<file path="src/rtl/ex_muldiv_if.sv">
// ex_muldiv_if: request/result bundle between the EX-stage issue logic and the
// iterative multiply/divide unit.
//   master : issue side  (drives in_*, observes out_*)
//   slave  : ex_muldiv   (observes in_*, drives out_*)
// Signals:
//   in_start  begin the operation selected by in_op
//   in_op     00 MULT, 01 MULTU, 10 DIV, 11 DIVU
//   in_a      rs operand (multiplicand / dividend / mthi-mtlo data)
//   in_b      rt operand (multiplier / divisor)
//   in_mthi   write in_a to HI
//   in_mtlo   write in_a to LO
//   in_flush  abort the operation in flight
//   out_busy  operation in progress
//   out_done  one-cycle pulse after HI/LO were written by an operation
//   out_hi    HI register
//   out_lo    LO register
interface ex_muldiv_if #(
    parameter int WIDTH = 32
);
    logic             in_start;
    logic [1:0]       in_op;
    logic [WIDTH-1:0] in_a;
    logic [WIDTH-1:0] in_b;
    logic             in_mthi;
    logic             in_mtlo;
    logic             in_flush;
    logic             out_busy;
    logic             out_done;
    logic [WIDTH-1:0] out_hi;
    logic [WIDTH-1:0] out_lo;

    modport master (
        output in_start, in_op, in_a, in_b, in_mthi, in_mtlo, in_flush,
        input  out_busy, out_done, out_hi, out_lo
    );

    modport slave (
        input  in_start, in_op, in_a, in_b, in_mthi, in_mtlo, in_flush,
        output out_busy, out_done, out_hi, out_lo
    );
endinterface

</file>
<file path="src/rtl/ex_muldiv.sv">
// ex_muldiv: iterative multiply/divide unit of the EX stage. Owns HI/LO and
// runs MULT/MULTU (shift-add) and DIV/DIVU (restoring shift-subtract) on
// magnitudes, one step per cycle for WIDTH cycles, then applies the sign
// correction in a FIX cycle and writes HI/LO.
// Ports:
//   clk  rising-edge clock
//   rst  asynchronous active-high reset
//   bus  ex_muldiv_if.slave (start/op/operands/mthi/mtlo/flush in,
//        busy/done/HI/LO out); all outputs come straight from registers.
module ex_muldiv #(
    parameter int WIDTH = 32
) (
    input  logic        clk,
    input  logic        rst,
    ex_muldiv_if.slave  bus
);

    localparam int CW = $clog2(WIDTH);

    typedef enum logic [1:0] {
        ST_IDLE = 2'd0,
        ST_RUN  = 2'd1,
        ST_FIX  = 2'd2,
        ST_DONE = 2'd3
    } state_t;

    // Two's-complement negate when neg is set (used for |x| and sign fix-up).
    function automatic logic [WIDTH-1:0] cond_neg(input logic [WIDTH-1:0] x,
                                                  input logic neg);
        return neg ? ({WIDTH{1'b0}} - x) : x;
    endfunction

    state_t               state_r;
    state_t               state_nx_s;
    logic [CW-1:0]        count_r;
    logic [2*WIDTH-1:0]   acc_r;      // mul: {partial, multiplier}; div: {rem, dividend/quotient}
    logic [WIDTH-1:0]     b_r;        // |multiplicand| or |divisor|
    logic                 sign_a_r;
    logic                 sign_b_r;
    logic [1:0]           op_r;
    logic [WIDTH-1:0]     hi_r;
    logic [WIDTH-1:0]     lo_r;
    logic                 busy_r;
    logic                 done_r;

    logic                 idle_s;
    logic                 start_go_s;
    logic                 signed_op_s;
    logic [WIDTH:0]       mul_sum_s;
    logic [WIDTH:0]       div_ext_s;
    logic [WIDTH-1:0]     div_diff_s;
    logic                 div_ge_s;
    logic [2*WIDTH-1:0]   step_acc_s;
    logic [2*WIDTH-1:0]   prod_s;
    logic [WIDTH-1:0]     res_hi_s;
    logic [WIDTH-1:0]     res_lo_s;

    assign idle_s      = (state_r == ST_IDLE) || (state_r == ST_DONE);
    assign start_go_s  = idle_s && bus.in_start && !bus.in_flush;
    assign signed_op_s = ~bus.in_op[0];

    // Next-state logic; flush wins over both start and completion.
    always_comb begin
        state_nx_s = state_r;
        case (state_r)
            ST_IDLE, ST_DONE: begin
                if (start_go_s) begin
                    state_nx_s = ST_RUN;
                end else begin
                    state_nx_s = ST_IDLE;
                end
            end
            ST_RUN: begin
                if (bus.in_flush) begin
                    state_nx_s = ST_IDLE;
                end else if (count_r == CW'(WIDTH - 1)) begin
                    state_nx_s = ST_FIX;
                end else begin
                    state_nx_s = ST_RUN;
                end
            end
            ST_FIX: begin
                if (bus.in_flush) begin
                    state_nx_s = ST_IDLE;
                end else begin
                    state_nx_s = ST_DONE;
                end
            end
            default: begin
                state_nx_s = ST_IDLE;
            end
        endcase
    end

    // State register.
    always_ff @(posedge clk or posedge rst) begin
        if (rst) begin
            state_r <= ST_IDLE;
        end else begin
            state_r <= state_nx_s;
        end
    end

    // One iteration step: shift-add for multiply, restoring subtract for divide.
    always_comb begin
        mul_sum_s  = {1'b0, acc_r[2*WIDTH-1:WIDTH]} + (acc_r[0] ? {1'b0, b_r} : {(WIDTH+1){1'b0}});
        // Partial remainder shifted left with the next dividend bit; it is
        // below 2*divisor, so it needs one extra bit before the compare.
        div_ext_s  = acc_r[2*WIDTH-1:WIDTH-1];
        div_ge_s   = (div_ext_s >= {1'b0, b_r});
        div_diff_s = div_ext_s[WIDTH-1:0] - b_r;
        if (op_r[1]) begin
            if (div_ge_s) begin
                step_acc_s = {div_diff_s, acc_r[WIDTH-2:0], 1'b1};
            end else begin
                step_acc_s = {div_ext_s[WIDTH-1:0], acc_r[WIDTH-2:0], 1'b0};
            end
        end else begin
            step_acc_s = {mul_sum_s, acc_r[WIDTH-1:1]};
        end
    end

    // Sign correction of the magnitude result. The remainder of a divide by
    // zero equals |a|, so restoring the dividend sign yields the original a.
    always_comb begin
        prod_s   = acc_r;
        res_hi_s = acc_r[2*WIDTH-1:WIDTH];
        res_lo_s = acc_r[WIDTH-1:0];
        if (op_r[1]) begin
            res_hi_s = cond_neg(acc_r[2*WIDTH-1:WIDTH], ~op_r[0] & sign_a_r);
            if (b_r == {WIDTH{1'b0}}) begin
                res_lo_s = {WIDTH{1'b1}};
            end else begin
                res_lo_s = cond_neg(acc_r[WIDTH-1:0], ~op_r[0] & (sign_a_r ^ sign_b_r));
            end
        end else begin
            if (~op_r[0] & (sign_a_r ^ sign_b_r)) begin
                prod_s = {(2*WIDTH){1'b0}} - acc_r;
            end else begin
                prod_s = acc_r;
            end
            res_hi_s = prod_s[2*WIDTH-1:WIDTH];
            res_lo_s = prod_s[WIDTH-1:0];
        end
    end

    // Operand latch and iteration datapath.
    always_ff @(posedge clk or posedge rst) begin
        if (rst) begin
            acc_r    <= {(2*WIDTH){1'b0}};
            b_r      <= {WIDTH{1'b0}};
            sign_a_r <= 1'b0;
            sign_b_r <= 1'b0;
            op_r     <= 2'b00;
            count_r  <= {CW{1'b0}};
        end else begin
            case (state_r)
                ST_IDLE, ST_DONE: begin
                    if (start_go_s) begin
                        sign_a_r <= signed_op_s & bus.in_a[WIDTH-1];
                        sign_b_r <= signed_op_s & bus.in_b[WIDTH-1];
                        acc_r    <= {{WIDTH{1'b0}},
                                     cond_neg(bus.in_a, signed_op_s & bus.in_a[WIDTH-1])};
                        b_r      <= cond_neg(bus.in_b, signed_op_s & bus.in_b[WIDTH-1]);
                        op_r     <= bus.in_op;
                        count_r  <= {CW{1'b0}};
                    end
                end
                ST_RUN: begin
                    acc_r   <= step_acc_s;
                    count_r <= count_r + {{(CW-1){1'b0}}, 1'b1};
                end
                default: begin
                end
            endcase
        end
    end

    // HI/LO: op result in FIX (unless flushed), mthi/mtlo only while not busy.
    always_ff @(posedge clk or posedge rst) begin
        if (rst) begin
            hi_r <= {WIDTH{1'b0}};
            lo_r <= {WIDTH{1'b0}};
        end else if ((state_r == ST_FIX) && !bus.in_flush) begin
            hi_r <= res_hi_s;
            lo_r <= res_lo_s;
        end else if (idle_s) begin
            if (bus.in_mthi) begin
                hi_r <= bus.in_a;
            end
            if (bus.in_mtlo) begin
                lo_r <= bus.in_a;
            end
        end
    end

    // Registered status flags decoded from the next state.
    always_ff @(posedge clk or posedge rst) begin
        if (rst) begin
            busy_r <= 1'b0;
            done_r <= 1'b0;
        end else begin
            busy_r <= (state_nx_s == ST_RUN) || (state_nx_s == ST_FIX);
            done_r <= (state_nx_s == ST_DONE);
        end
    end

    assign bus.out_busy = busy_r;
    assign bus.out_done = done_r;
    assign bus.out_hi   = hi_r;
    assign bus.out_lo   = lo_r;

endmodule

</file>
<file path="src/flat_wrapper.sv">
// flat-port wrapper written by rule: the top's interface ports become plain ports
module ex_muldiv_flat 
#(
    parameter int WIDTH = 32
)
  (clk, rst, bus_in_start, bus_in_op, bus_in_a, bus_in_b, bus_in_mthi, bus_in_mtlo, bus_in_flush, bus_out_busy, bus_out_done, bus_out_hi, bus_out_lo);
  ex_muldiv_if #(.WIDTH(WIDTH)) bus_i ();
  input  logic clk;
  input  logic rst;
  input wire logic [$bits(bus_i.in_start)-1:0] bus_in_start;
  input wire logic [$bits(bus_i.in_op)-1:0] bus_in_op;
  input wire logic [$bits(bus_i.in_a)-1:0] bus_in_a;
  input wire logic [$bits(bus_i.in_b)-1:0] bus_in_b;
  input wire logic [$bits(bus_i.in_mthi)-1:0] bus_in_mthi;
  input wire logic [$bits(bus_i.in_mtlo)-1:0] bus_in_mtlo;
  input wire logic [$bits(bus_i.in_flush)-1:0] bus_in_flush;
  output wire logic [$bits(bus_i.out_busy)-1:0] bus_out_busy;
  output wire logic [$bits(bus_i.out_done)-1:0] bus_out_done;
  output wire logic [$bits(bus_i.out_hi)-1:0] bus_out_hi;
  output wire logic [$bits(bus_i.out_lo)-1:0] bus_out_lo;
  assign bus_i.in_start = bus_in_start;
  assign bus_i.in_op = bus_in_op;
  assign bus_i.in_a = bus_in_a;
  assign bus_i.in_b = bus_in_b;
  assign bus_i.in_mthi = bus_in_mthi;
  assign bus_i.in_mtlo = bus_in_mtlo;
  assign bus_i.in_flush = bus_in_flush;
  assign bus_out_busy = bus_i.out_busy;
  assign bus_out_done = bus_i.out_done;
  assign bus_out_hi = bus_i.out_hi;
  assign bus_out_lo = bus_i.out_lo;
  ex_muldiv #(.WIDTH(WIDTH)) u_core (.clk(clk), .rst(rst), .bus(bus_i));
endmodule
</file>
<file path="config.mk">
export PLATFORM = sky130hd
export DESIGN_NAME = ex_muldiv_flat
export DESIGN_NICKNAME = d
export VERILOG_FILES = /design/src/rtl/ex_muldiv_if.sv /design/src/rtl/ex_muldiv.sv /design/src/flat_wrapper.sv
export SDC_FILE = /design/constraint.sdc
export NUM_CORES = 1
export LEC_CHECK = 0
export BUFFER_PORTS_ARGS = -buffer_cell sky130_fd_sc_hd__buf_4
export CAP_MARGIN = 0
export CORE_MARGIN = 1
export CORE_UTILIZATION = 55
export DETAILED_ROUTE_END_ITERATION = 8
export PLACE_DENSITY = 0.75
export SLEW_MARGIN = 40
export SYNTH_ARGS = -nofsm -noshare
export SYNTH_HDL_FRONTEND = slang
export SYNTH_SLANG_ARGS = --single-unit
</file>
<file path="constraint.sdc">
create_clock -name clk -period 15.05 [get_ports clk]
set_clock_uncertainty 0.05 [all_clocks]
set_input_delay 0 -clock clk [delete_from_list [all_inputs] [get_ports clk]]
set_output_delay 0 -clock clk [all_outputs]
set_load 0.02 [all_outputs]
</file>
; ---- Word level (Yosys, flattened, before mapping)
; Cells that the tools add are included.
[word_totals]
reg_bits = 173
latchBits = 0
ramBits = 0
mem_bits_ro = 0
inputBits = 72
elab_cells = 78
mem_count = 0
[classes]
n_addsub = 8
n_mul = 0
div_mod_pow = 0
order_cmp = 1
eq_ne = 8
shift = 0
mux = 26
bitwise = 7
reduce_logical = 17
[op_table]
columns = cell, count
row1 = 32-bit 2-to-1 mux, 14
row2 = 64-bit 2-to-1 mux, 4
row3 = 64-bit one-hot mux with 2 select lines, 1
row4 = 1-bit by 32-bit subtractor with 32-bit output (first input constant), 4
row5 = 1-bit by 64-bit subtractor with 64-bit output (first input constant), 1
row6 = 32-bit by 33-bit adder with 33-bit output, 1
row7 = 33-bit by 32-bit >= comparator with 1-bit output, 1
row8 = 32-bit zero test, 1
row9 = 32-bit subtractor, 1
row10 = 5-bit one-hot mux with 2 select lines, 1
row11 = 2-bit == test (second input constant), 4
row12 = 2-bit AND reduction, 4
row13 = 2-bit nonzero test, 4
row14 = 2-bit 2-to-1 mux, 3
row15 = 2-bit one-hot mux with 3 select lines, 1
row16 = 5-bit by 1-bit adder with 5-bit output (second input constant), 1
row17 = 5-bit == test (second input constant), 1
row18 = 5-bit 2-to-1 mux, 1
row19 = 1-bit AND, 4
row20 = 2-bit by 1-bit == test with 1-bit output (second input constant), 2
row21 = 1-bit logical AND, 3
row22 = 2-bit zero test, 1
row23 = 1-bit logical OR, 2
row24 = 2-bit by 1-bit inequality test with 1-bit output (second input constant), 1
row25 = other kinds (5), 6

; ---- Logic depth before layout (Yosys ltp)
; Gate-level depths: netlist of the first run.
[logic_depth]
depth_word = 8
mapped_depth = 14
mapped_depth_nobuf = 13

; ---- Worst setup path after synthesis of the first run
; No wires, ideal clock.
[synth_timing]
kind = register to register
from = register u_core.acc_r[0]
to = register u_core.acc_r[59]
setup_ns = 0.122
t_arrival_ns = 3.052
required_ns = 14.878
slack_ns = 11.826
path_stages_with_launch = 14
path_cell_list = dfrtp_1 > inv_1 > clkbuf_1 > nor2_1 > ha_1 > o21a_1 > o31a_1 > o21ai_1 > o21ai_0 > o41a_1 > a31oi_1 > o21ai_0 > mux2i_1 > a32o_1
[synth_via]
elab_chain_len = 4
[synth_rtl]
columns = element, line_no
row1 = start: declaration, ex_muldiv.sv:36  ; logic [2*WIDTH-1:0] acc_r;
row2 = start signal: assignment, ex_muldiv.sv:150  ; acc_r <= {(2*WIDTH){1'b0}};
row3 = start signal: assignment, ex_muldiv.sv:162  ; acc_r <= {{WIDTH{1'b0}},
row4 = start signal: assignment, ex_muldiv.sv:170  ; acc_r <= step_acc_s;
row5 = 32-bit 2-to-1 mux, ex_muldiv.sv:106  ; mul_sum_s = {1'b0, acc_r[2*WIDTH-1:WIDTH]} + (acc_r[0] ? {1'b0, b_r} : {(WIDTH+1){1'b0}});
row6 = 32-bit by 33-bit adder with 33-bit output, ex_muldiv.sv:106
row7 = 64-bit 2-to-1 mux, ex_muldiv.sv:112  ; if (op_r[1]) begin
row8 = 64-bit one-hot mux with 2 select lines, ex_muldiv.sv:157  ; case (state_r)
; Every way passes these cells.
; A chain may end at the register's enable or synchronous reset.

; ---- Final worst setup path of the first run
[layout_timing]
from = register u_core.acc_r[2]
to = register u_core.hi_r[9] (netlist: u_core.bus.out_hi[9])
[layout_via]
elab_chain_len = 4
[layout_rtl]
columns = element, line_no
row1 = 1-bit by 64-bit subtractor with 64-bit output, ex_muldiv.sv:138  ; prod_s = {(2*WIDTH){1'b0}} - acc_r;
row2 = 64-bit 2-to-1 mux, ex_muldiv.sv:137  ; if (~op_r[0] & (sign_a_r ^ sign_b_r)) begin
row3 = 32-bit 2-to-1 mux, ex_muldiv.sv:129  ; if (op_r[1]) begin
row4 = 32-bit 2-to-1 mux, ex_muldiv.sv:184  ; end else if ((state_r == ST_FIX) && !bus.in_flush) begin
row5 = end signal: assignment, ex_muldiv.sv:182  ; hi_r <= {WIDTH{1'b0}};
row6 = end signal: assignment, ex_muldiv.sv:185  ; hi_r <= res_hi_s;
row7 = end signal: assignment, ex_muldiv.sv:189  ; hi_r <= bus.in_a;
row8 = end: declaration, ex_muldiv.sv:41  ; logic [WIDTH-1:0] hi_r;
; Every way passes these cells.

==> metrics.yaml, run 1 <==
layout.nets: 2072
finalCritPeriodShare_pct: 26.9
drv_cap: 0
netlist-cell-type-count: 77
cp_num_cells: 9
post-cts-setup-buffer-count: 0
num_vias: 14500
tritoncts.num_buffers: 17
reg2regPathDepth: 9
clk_pin_slew_ns: 0.08
p_leak_nw: 7.55
worst_slew_pin_slew_ns: 0.868
clock-sinks: 173
rsz0062_at_grt: "no"
dieWidth_um: 163
fin_crit_ns: 4.05
timing.fmax_mhz: 247
fin_tns_setup_ns: 0
firstDrtPassIters: 6
end_kind: "flip-flop"
initial_core_util_pct: 56.4
syn_avg_cell_area_um2: 8.02
vias_per_cell: 6.40
grt_pass1_vias: 13700
wl_mm: 47.1
final_cells: 2269
dieHeight_um: 163
relSlewSlack_pct: 42.1
path_buf_inv: 1
grtUsageTotal_pct: 35.6
layout-drive-gt1-share_pct: 11.1
design_area_mm2: 0.0169
crit_path_top_delay_cell: "o21ai_1"
place_area_mm2: 0.0155
rows: 58
diodes: 0
critPathKind: "reg -> reg"
critical_path_arrival_ns: 4.37
synth_seq_cells: 173
die_area_mm2: 0.0266
clock_path_buffers: 2
dp.cells: 2161
synthCells: 1782
cp-start-kind: "flip-flop"
r2r_setup_slack_ns: 11.00
finalCoreUtilization_pct: 66.6
synthFlopType: "dfrtp_1"
synthArstFlopShare_pct: 100
synth_edf_count: 0
gp_congestion: 0.970
crit_path_max_incr_delay_ns: 0.87
ys_seq_area_share_pct: 30.3
synth_area_mm2: 0.0143
synth_warnings: 0
syn-num-nets: 1928
io_pins: 138
synthToLayoutAreaGrowth_pct: 18.0
drtAntennaViolNets: 0
antenna_found_initial: 0
cellPowerDensity_mw_per_mm2: 135
clk-insertion-delay-late_ns: 0.44
status: "finished, final reports clean"
place_hpwl_mm: 33.6
hp-class: "in -> reg"
path_max_fanout: 11
cts_htree_levels: 4
worst_ir_drop_vdd_mv: 0.0741
core-area_mm2: 0.0253
wl_per_cell_um: 20.7
path_cells: "nor4_1 > nor4b_1 > buf_4 > nand3_1 > o21ai_1 > o21ai_0 > xor2_1 > nand2_1 > o21ai_1"
maxSlewViolCount: 0
setup_viol_count_final: 0
hold_viol: 0
grt_pass1_wl_mm: 74.3
cts_root_buffer: "clkbuf_16"
drt_iter0_markers: 1641
drc_errors: 0
grt_start_max_net_pins: 101
critical_path.top_delay_family: "simple AND/OR/NAND/NOR gates"
required_ns: 15.36
cts_tree: "built"
io_buffers: 137
whs_path_depth: 4
path_common_cell: "o21ai_1"
grt.overflow.total: 0
worst reg2reg max path, cell delays in order, from the launching register on:
cell and delay, ns:
dfrtp_1 0.48, nor4_1 0.56, nor4b_1 0.30, buf_4 0.19
nand3_1 0.53, o21ai_1 0.87, o21ai_0 0.35, xor2_1 0.41
nand2_1 0.11, o21ai_1 0.12
cell type report:
cell class | instances | area, µm²
Fill cell | 2117 | 8460
Tap cell | 330 | 413
Clock inverter | 14 | 194
Inverter | 67 | 259
Timing Repair Buffer | 228 | 1910
Sequential cell | 173 | 4330
Multi-Input combinational cell | 1439 | 9320
Clock buffer | 18 | 439
logic make-up after synthesis:
logic type | count (synthesis) | synth area share (%)
xor+xnor | 173 | 10.6
fa+ha+maj | 74 | 6.58
buf+inv | 170 | 4.60
compound gates | 575 | 24.6
mux | 75 | 5.28
simple gates | 542 | 18.0
flops | 173 | 30.3
flip-flops by register name, summed over array words and instances, names as in the netlist:
| signal | count |
|---|---|
| u_core.bus.out_lo | 32 |
| u_core.bus.out_busy | 1 |
| u_core.op_r | 2 |
| u_core.b_r | 32 |
| u_core.count_r | 5 |
| u_core.bus.out_done | 1 |
| u_core.bus.out_hi | 32 |
| u_core.sign_b_r | 1 |
| u_core.state_r | 2 |
| u_core.acc_r | 64 |
| u_core.sign_a_r | 1 |
cells in the final DEF, fill, tap and decap left out, types with 9 or more instances in the layout:
cell	synthesis	routed
dfrtp_1	173	172
nor4_1	21	21
o21bai_1	9	9
o22ai_1	17	17
nand2b_1	14	14
a21o_1	21	21
and3_1	26	26
dlygate4sd3_1	0	76
a31oi_1	19	19
nor2_1	140	140
clkbuf_16	0	17
inv_1	66	64
o31ai_1	23	23
o221ai_1	14	14
buf_4	0	151
nand2_1	203	202
nand4_1	15	15
or3_1	13	13
a22oi_1	21	21
nand3_1	25	25
o21ai_1	13	14
o21ai_0	215	214
nor2b_1	17	15
mux2i_1	72	72
ha_1	72	71
xor2_1	71	71
a21oi_1	122	121
nor3_1	23	23
a211oi_1	31	31
xnor2_1	102	102
or4_1	9	9
path summary, 6_finish.rpt:
path / from / end
worst max-delay path: u_core.acc_r[2] / u_core.bus.out_hi[9]
worst min-delay path: bus_in_mthi / u_core.bus.out_hi[30]
worst max register to register: u_core.acc_r[2] / u_core.bus.out_hi[9]
worst min register to register: u_core.b_r[13] / u_core.b_r[13]
max in group asynchronous: rst / u_core.op_r[1]
min in group asynchronous: rst / u_core.acc_r[11]
layer usage:
layer	global-route usage (%)	vias to the layer above	share of wire, %
li1	-	6714	-
met1	46.9	6914	41
met2	60.2	795	48
met3	4.16	101	8.3
met4	12.3	0	2.8
met5	0	-	0
timing repair:
| item | in CTS | in global routing |
|---|---|---|
| hold buffers | 76 | 0 |
| endpoints found under the hold margin | 216 | 0 |
| resized for setup | 0 | 0 |
Yosys cell counts, types with 21 or more instances:
cell type | instances | area share (%)
xnor2_1 | 102 | 6.3
nor3_1 | 23 | 0.81
mux2i_1 | 72 | 5.0
a21o_1 | 21 | 1.1
a22oi_1 | 21 | 1.1
inv_1 | 66 | 1.7
xor2_1 | 71 | 4.4
o31ai_1 | 23 | 1.2
nor4_1 | 21 | 0.92
o21ai_0 | 215 | 7.5
and3_1 | 26 | 1.1
dfrtp_1 | 173 | 30
nand3_1 | 25 | 0.88
clkbuf_1 | 86 | 2.3
a211oi_1 | 31 | 1.6
nor2_1 | 140 | 3.7
a21oi_1 | 122 | 4.3
ha_1 | 72 | 6.3
nand2_1 | 203 | 5.3
report_power, final:
group          internal, mW  switching (mW)
logic                 0.441           0.658
clock network         0.260           0.225
registers             0.548           0.140
per-stage QoR:
step | total power [mW] | hold slack, ns | setup slack (ns)
detailed placement | 1.74 | 0.147 | 11.16
finish | 2.27 | 0.0278 | 11.00
global placement | 1.72 | 0.140 | 10.84
floorplan | 1.42 | 0.0279 | 10.31
CTS | 2.24 | 0.0144 | 11.14
global route | 2.40 | 0.0473 | 10.79
No activity file was read; power rests on OpenSTA's default activity.
==> inputs of run 2 (changes only) <==
==> constraint.sdc (replaced) <==
create_clock -name clk -period 3.79 [get_ports clk]
set_clock_uncertainty 0.05 [all_clocks]
set_input_delay 0 -clock clk [delete_from_list [all_inputs] [get_ports clk]]
set_output_delay 0 -clock clk [all_outputs]
set_load 0.02 [all_outputs]
==> run 2 against run 1 <==
First-iteration DRC count decreased by 1.4%. Critical path depth increased by 5. Global-route usage increased by 0.72 points. Power increased to 4.0 times the previous value. Via count increased by 0.33%. Die area unchanged. Final cell count increased by 2.2%. Clock-buffer cell count unchanged. Critical path type unchanged.
==> metrics.yaml, run 2 (synthesis gave the netlist of run 1 again) <==
clock-sinks: 173  # unchanged
grt_util_met3_pct: 4.14  # was 4.16%
maxSlewViolCount: 0  # unchanged
clk-insertion-delay-late_ns: 0.45  # was 0.44 ns
drt_iter0_markers: 1618  # was 1,641
grt.busiest_layer: "met2"  # unchanged
io_buffers: 137  # unchanged
critPathKind: "reg -> reg"  # unchanged
drtAntennaViolNets: 0  # unchanged
whs_path_depth: 4  # unchanged
dieHeight_um: 163  # unchanged
p_leak_nw: 7.80  # was 7.55 nW
cts_htree_levels: 4  # unchanged
layout.nets: 2123  # was 2,072
dieWidth_um: 163  # unchanged
antenna_found_initial: 0  # unchanged
drv_cap: 0  # unchanged
io_pins: 138  # unchanged
mostFrequentLayoutCell: "o21ai_0"  # unchanged
status: "finished, final reports clean"  # unchanged
power_mw: 9.15  # was 2.27 mW
place_hpwl_mm: 35.3  # was 33.6 mm
synthToLayoutAreaGrowth_pct: 20.8  # was 18.0%
relSlewSlack_pct: 45.4  # was 42.1%
required_ns: 4.08  # was 15.36 ns
clock_path_buffers: 2  # unchanged
worst_ir_drop_vdd_mv: 0.349  # was 0.0741 mV
firstDrtPassIters: 5  # was 6
hold_viol: 0  # unchanged
gr-usage-met1_pct: 48.5  # was 46.9%
grt_start_max_net_pins: 112  # was 101
reg2regPathDepth: 14  # was 9
layout-drive-gt1-share_pct: 13.2  # was 11.1%
grt_pass1_vias: 13800  # was 13.7k
grt_pass1_wl_mm: 75.2  # was 74.3 mm
rows: 58  # unchanged
grt.overflow.total: 0  # unchanged
cts_tree: "built"  # unchanged
vias_per_cell: 6.28  # was 6.40
finalCritPeriodShare_pct: 94.2  # was 26.9%
timing.hold.ws_ns: 0.0178  # was 0.0278 ns
end_kind: "flip-flop"  # unchanged
fin_crit_ns: 3.57  # was 4.05 ns
worst_slew_pin_slew_ns: 0.818  # was 0.868 ns
clk_pin_slew_ns: 0.08  # about the same
diodes: 0  # unchanged
num_vias: 14600  # was 14.5k
initial_core_util_pct: 56.4  # unchanged
gr-usage-met2_pct: 59.9  # was 60.2%
timing.fmax_mhz: 280  # was 247 MHz
regMostFlops: "u_core.acc_r"  # unchanged
mostFrequentLayoutCells: "o21ai_0, nand2_1, buf_4"  # was o21ai_0, nand2_1, dfrtp_1
cellPowerDensity_mw_per_mm2: 530  # was 135 mW/mm²
wl_per_cell_um: 20.8  # was 20.7 µm
path_max_fanout: 16  # was 11
largest_reg_flops: 64  # unchanged
tritoncts.num_buffers: 17  # unchanged
drc_errors: 0  # unchanged
rsz0062_at_grt: "no"  # unchanged
wl_mm: 48.3  # was 47.1 mm
core-area_mm2: 0.0253  # unchanged
hp-class: "in -> reg"  # unchanged
setup_viol_count_final: 0  # unchanged
die_area_mm2: 0.0266  # unchanged
cts_root_buffer: "clkbuf_16"  # unchanged
fin_tns_setup_ns: 0  # unchanged
cp-start-kind: "flip-flop"  # unchanged
gp_congestion: 0.949  # was 0.970
critical_path_arrival_ns: 3.86  # was 4.37 ns
grtUsageTotal_pct: 36.3  # was 35.6%
-- run 2: changes by cell type in the layout (fill, tap and decap cells not counted), sizes merged --
| cell | previous run | this run |
|---|---|---|
| inv | 75 | 74 |
| bufinv | 2 | 1 |
| buf | 152 | 200 |
| dlygate4sd3 | 76 | 79 |
| clkinv | 3 | 5 |
-- run 2: final timing paths --
check	slack, ns	endpoint	from
min	0.02	u_core.bus.out_hi[27]	bus_in_mthi
min reg2reg	0.43	u_core.b_r[13]	u_core.b_r[13]
max	0.22	u_core.acc_r[62]	u_core.acc_r[0]
max reg2reg	0.22	u_core.acc_r[62]	u_core.acc_r[0]
min in group asynchronous	0.18	u_core.bus.out_hi[10]	rst
max in group asynchronous	2.41	u_core.op_r[1]	rst
-- run 2: where the power goes --
group	switching [mW]	total, mW	internal (mW)
Sequential	0.455	2.63	2.18
Combinational	2.74	4.65	1.91
Clock	0.910	1.87	0.964
Total	4.10	9.15	5.05
-- run 2: critical path: stages, from the launching register on --
cell       delay [ns]
dfrtp_1          0.38
inv_1            0.19
buf_4            0.24
buf_4            0.23
nor2_1           0.08
ha_1             0.38
a21oi_1          0.26
nand2_1          0.08
a221o_1          0.39
o2bb2ai_1        0.14
a21oi_1          0.23
a31oi_1          0.19
a31oi_1          0.25
xor2_1           0.10
a221oi_1         0.29
-- run 2: area by class of cell --
type | instances | area, µm²
Multi-Input combinational cell | 1439 | 9320
Clock buffer | 18 | 439
Clock inverter | 14 | 164
Sequential cell | 173 | 4330
Inverter | 67 | 255
Timing Repair Buffer | 279 | 2340
Fill cell | 2076 | 8060
Tap cell | 330 | 413
-- run 2: metal layers --
| metal | routed length, µm | part of all wire (%) |
|---|---|---|
| met1 | 20400 | 42 |
| met4 | 1610 | 3.3 |
| met5 | 0 | 0 |
| met3 | 3370 | 7.0 |
| met2 | 22900 | 47 |
-- run 2: timing repair --
| item | 4_1_cts | 5_1_grt |
|---|---|---|
| hold endpoints to repair | 142 | 0 |
| hold buffers | 79 | 0 |
| gates resized for setup | 0 | 0 |
| buffers inserted | 0 | 0 |
-- run 2: metrics by stage --
step | utilization [%] | worst slack, ns | std cells | area (µm²)
6_report | 68.2 | 0.218 | 2320 | 17300
5_1_grt | 68.2 | 0.0924 | 2320 | 17300
4_1_cts | 68.2 | 0.309 | 2320 | 17300
3_5_place_dp | 62.6 | 0.334 | 2209 | 15900
3_3_place_gp | 62.6 | 0.333 | 2209 | 15900
2_1_floorplan | - | 0.566 | 1782 | 14300
